**config.mk**
```make
export PLATFORM = sky130hd
export DESIGN_NAME = alua
export DESIGN_NICKNAME = d
export VERILOG_FILES = /design/src/rtl/alua.sv
export SDC_FILE = /design/constraint.sdc
export NUM_CORES = 1
export LEC_CHECK = 0
export CAP_MARGIN = 20
export CORE_UTILIZATION = 38
export DETAILED_ROUTE_END_ITERATION = 16
export PLACE_DENSITY = 0.75
export SLEW_MARGIN = 10
export SYNTH_ARGS = -nofsm -noshare
export SYNTH_HDL_FRONTEND = slang
export SYNTH_SLANG_ARGS = --single-unit
```
**constraint.sdc**
```tcl
create_clock -name clk -period 0.8 [get_ports clk]
set_input_delay 0.08 -clock clk [delete_from_list [all_inputs] [get_ports clk]]
set_output_delay 0.08 -clock clk [all_outputs]
set_load 0.01 [all_outputs]
```
**src/rtl/alua.sv**
```systemverilog
// alua: registered logic slice of the datapath ALU.
// Selects AND / OR / XOR / NOT-A over two WIDTH-bit operands and registers the
// result every cycle. cout mirrors the arithmetic slice's port set and is held low.
module alua #(
   parameter int WIDTH = 8
) (
   input  logic             clk,
   input  logic             rst_n,
   input  logic [WIDTH-1:0] A,
   input  logic [WIDTH-1:0] B,
   input  logic [1:0]       S,
   output logic [WIDTH-1:0] IS,
   output logic             cout
);

   typedef enum logic [1:0] {
      OP_AND  = 2'd0,
      OP_OR   = 2'd1,
      OP_XOR  = 2'd2,
      OP_NOTA = 2'd3
   } op_e;

   op_e              op;
   logic [WIDTH-1:0] result_next;

   assign op = op_e'(S);

   // Next result from the current operands and opcode; B is unused for NOT A.
   always_comb begin
      // NOTE: assigning a default before the case keeps every path driven, so no latch is inferred.
      result_next = '0;
      case (op)
         OP_AND:  result_next = A & B;
         OP_OR:   result_next = A | B;
         OP_XOR:  result_next = A ^ B;
         OP_NOTA: result_next = ~A;
         default: result_next = '0;
      endcase
   end

   // Output register: synchronous reset wins over the computed result.
   always_ff @(posedge clk) begin
      // NOTE: non-blocking assignments so every register samples pre-edge values.
      if (!rst_n) begin
         IS   <= '0;
         cout <= 1'b0;
      end else begin
         IS   <= result_next;
         cout <= 1'b0;
      end
   end

endmodule

```
==> flow_summary.yaml <==
status:
  status: "complete, no violations"
sta:
  hold_viol: 0
  max_freq_mhz: 1280
  maxSlewViolCount: 0
  fin_crit_sh_pct: 97.9
  tns_ns: 0
  finalSetupViolations: 0
  min_period_ns: 0.783
  whs_ns: 0.191
  fin_ws_ns: 0.0166
clocking:
  clock-root-buffer: "clkbuf_4"
  clockBufferDepth: 2
  cts_num_sinks: 8
  clkTransAtPathRegs_ns: 0.05
  cts_max_level: 1
  cts_tree: "yes"
  cts_buffers: 3
power_and_ir_drop:
  p_leak_nw: 0.649
  vdd_drop_max_mv: 0.663
  power_density_nw_per_um2: 1080
finish:
  diodes: 0
  final_area_um2: 1100
  num-nets-final: 153
  largest_reg_flops: 8
  syn2layout_area_growth_pct: 53.9
  utilization_pct: 63.2
  largest_register: "IS"
  fillers: 158
  drive_gt1_share_pct: 38.3
  largestRegisters: "IS: 8 flops"
route:
  wl_per_cell_um: 11.1
  ant_nets: 0
  drc: 0
  viasPerCell: 4.55
  vias: 637
  drt_first_pass_iters: 3
  totalWireLength_um: 1560
  drt_iter0_markers: 7
die:
  die_w_um: 45.4
  rows: 15
  initial_utilization_pct: 41.1
  core_area_um2: 1750
  die-area_um2: 2060
  die_h_um: 45.4
  ios: 29
synth:
  yosysSeqAreaShare_pct: 22.3
  synthDistinctLibCells: 16
  synth_top_area_share_pct: 27.9
  syn_nets: 107
  synthTopCellsByArea: "ha_1 (28%), dfxtp_1 (22%), mux2i_1 (11%)"
  synth_top_area_cell: "ha_1"
  syn-instance-count: 71
  ys_ff_latch: 8
  syn_area_um2: 717
  avgSynthCellArea_um2: 10.1
  ys_warn_count: 0
placement:
  place_ws_ns: -0.498
  gp_congestion: 0.681
  portBuffers: 27
  dpl_cell_area_um2: 1100
  hpwlAfterDp_um: 1170
run:
  maxCapViolCount: 0
global_route:
  grt_pass1_wl_um: 2270
  grt_antenna_before_repair: 0
  grt_max_degree: 9
  grt.overflow.total: 0
  grt_pass1_vias: 558
  gr-usage-all-layers_pct: 15.8
setup_path:
  crit_chain: "buf_2"
  crit_slowest_cell: "dfxtp_2"
  crit_required_ns: 0.72
  critPathBufInv: 1
  crit_path_end_kind: "primary output"
  critPathTopFamily: "flip-flops"
  arrival_ns: 0.70
  path_max_fanout: 1
  worstSetupPathType: "reg2out"
  cp_slowest_stage_delay_ns: 0.32
  start_kind: "register"
worst_hold_path:
  holdCritPathClass: "in2reg"
==> worst paths after layout <==
| kind | endpoint | slack, ns | startpoint | depth (start not counted) |
|---|---|---|---|---|
| worst min-delay path | IS[7] | 0.19 | A[7] | 3 |
| worst max-delay path | IS[0] | 0.02 | IS[0] | 1 |
==> synth_stat cells (all sizes together) <==
cell	number
ha	16
o22ai	8
inv	16
mux2	8
nand2b	1
buf	4
conb	1
nand2	1
dfxtp	8
mux2i	8
==> cells by family (layout without fill, tap and decap cells) <==
| group | after synthesis | count (layout) | share of synthesized area [%] |
|---|---|---|---|
| DFF | 8 | 8 | 22.3 |
| and+or+nand+nor | 2 | 2 | 1.40 |
| other | 1 | 1 | 0.523 |
| AOI/OAI and AO/OA | 8 | 8 | 8.73 |
| muxes | 16 | 16 | 24.8 |
| adders and majority gates | 16 | 16 | 27.9 |
| buffers and inverters | 20 | 64 | 14.3 |
==> placed cells by master (no fill, tap or decap) <==
master and count:
buf_2 8, dfxtp_2 1, nand2_2 1, mux2_4 2
clkbuf_2 1, buf_6 2, dlymetal6s2s_1 2, mux2_2 5
buf_4 16, conb_1 1, mux2_1 1, o22ai_1 5
o22ai_2 3, mux2i_1 7, mux2i_2 1, dlygate4sd2_1 15
ha_1 16, inv_1 16, dfxtp_1 7, clkdlybuf4s15_1 1
clkbuf_4 3, nand2b_4 1
==> per-layer routing <==
| metal | up-vias | global-route usage [%] | part of all wire, % |
|---|---|---|---|
| li1 | 323 | - | - |
| met1 | 295 | 16.8 | 40 |
| met2 | 15 | 28.3 | 53 |
| met3 | 4 | 3.57 | 4.7 |
| met4 | 0 | 9.09 | 1.9 |
| met5 | - | 0 | 0 |
==> layout make-up <==
cell class / instances / area [um2] / share of cell area [%]
timing repair buffer: 45 / 354 / 32.1
sequential: 8 / 161 / 14.6
tap: 25 / 31.3 / 2.83
inverter: 16 / 60.1 / 5.44
multi-input combinational: 43 / 474 / 43.0
clock buffer: 3 / 22.5 / 2.04
==> through the flow <==
step,std cells,power [mW]
2_1_floorplan,71,0.663
3_3_place_gp,136,0.900
3_5_place_dp,136,0.915
4_1_cts,140,1.18
5_1_grt,140,1.26
6_report,140,1.19
==> where the power goes <==
part           internal [mW]  switching [mW]  total [mW]
combinational          0.242           0.180       0.423
clock                  0.173           0.155       0.328
sequential             0.435         0.00866       0.443
total                  0.850           0.344        1.19
==> repair_timing <==
action | 4_1_cts | 5_1_grt
pin swaps | 3 | 2
hold buffers | 0 | 0
endpoints found under the setup margin | 16 | 9
gates resized for setup | 51 | 10
buffers inserted | 1 | 0
cloned | 0 | 0
(Power assumes the default switching activity.)
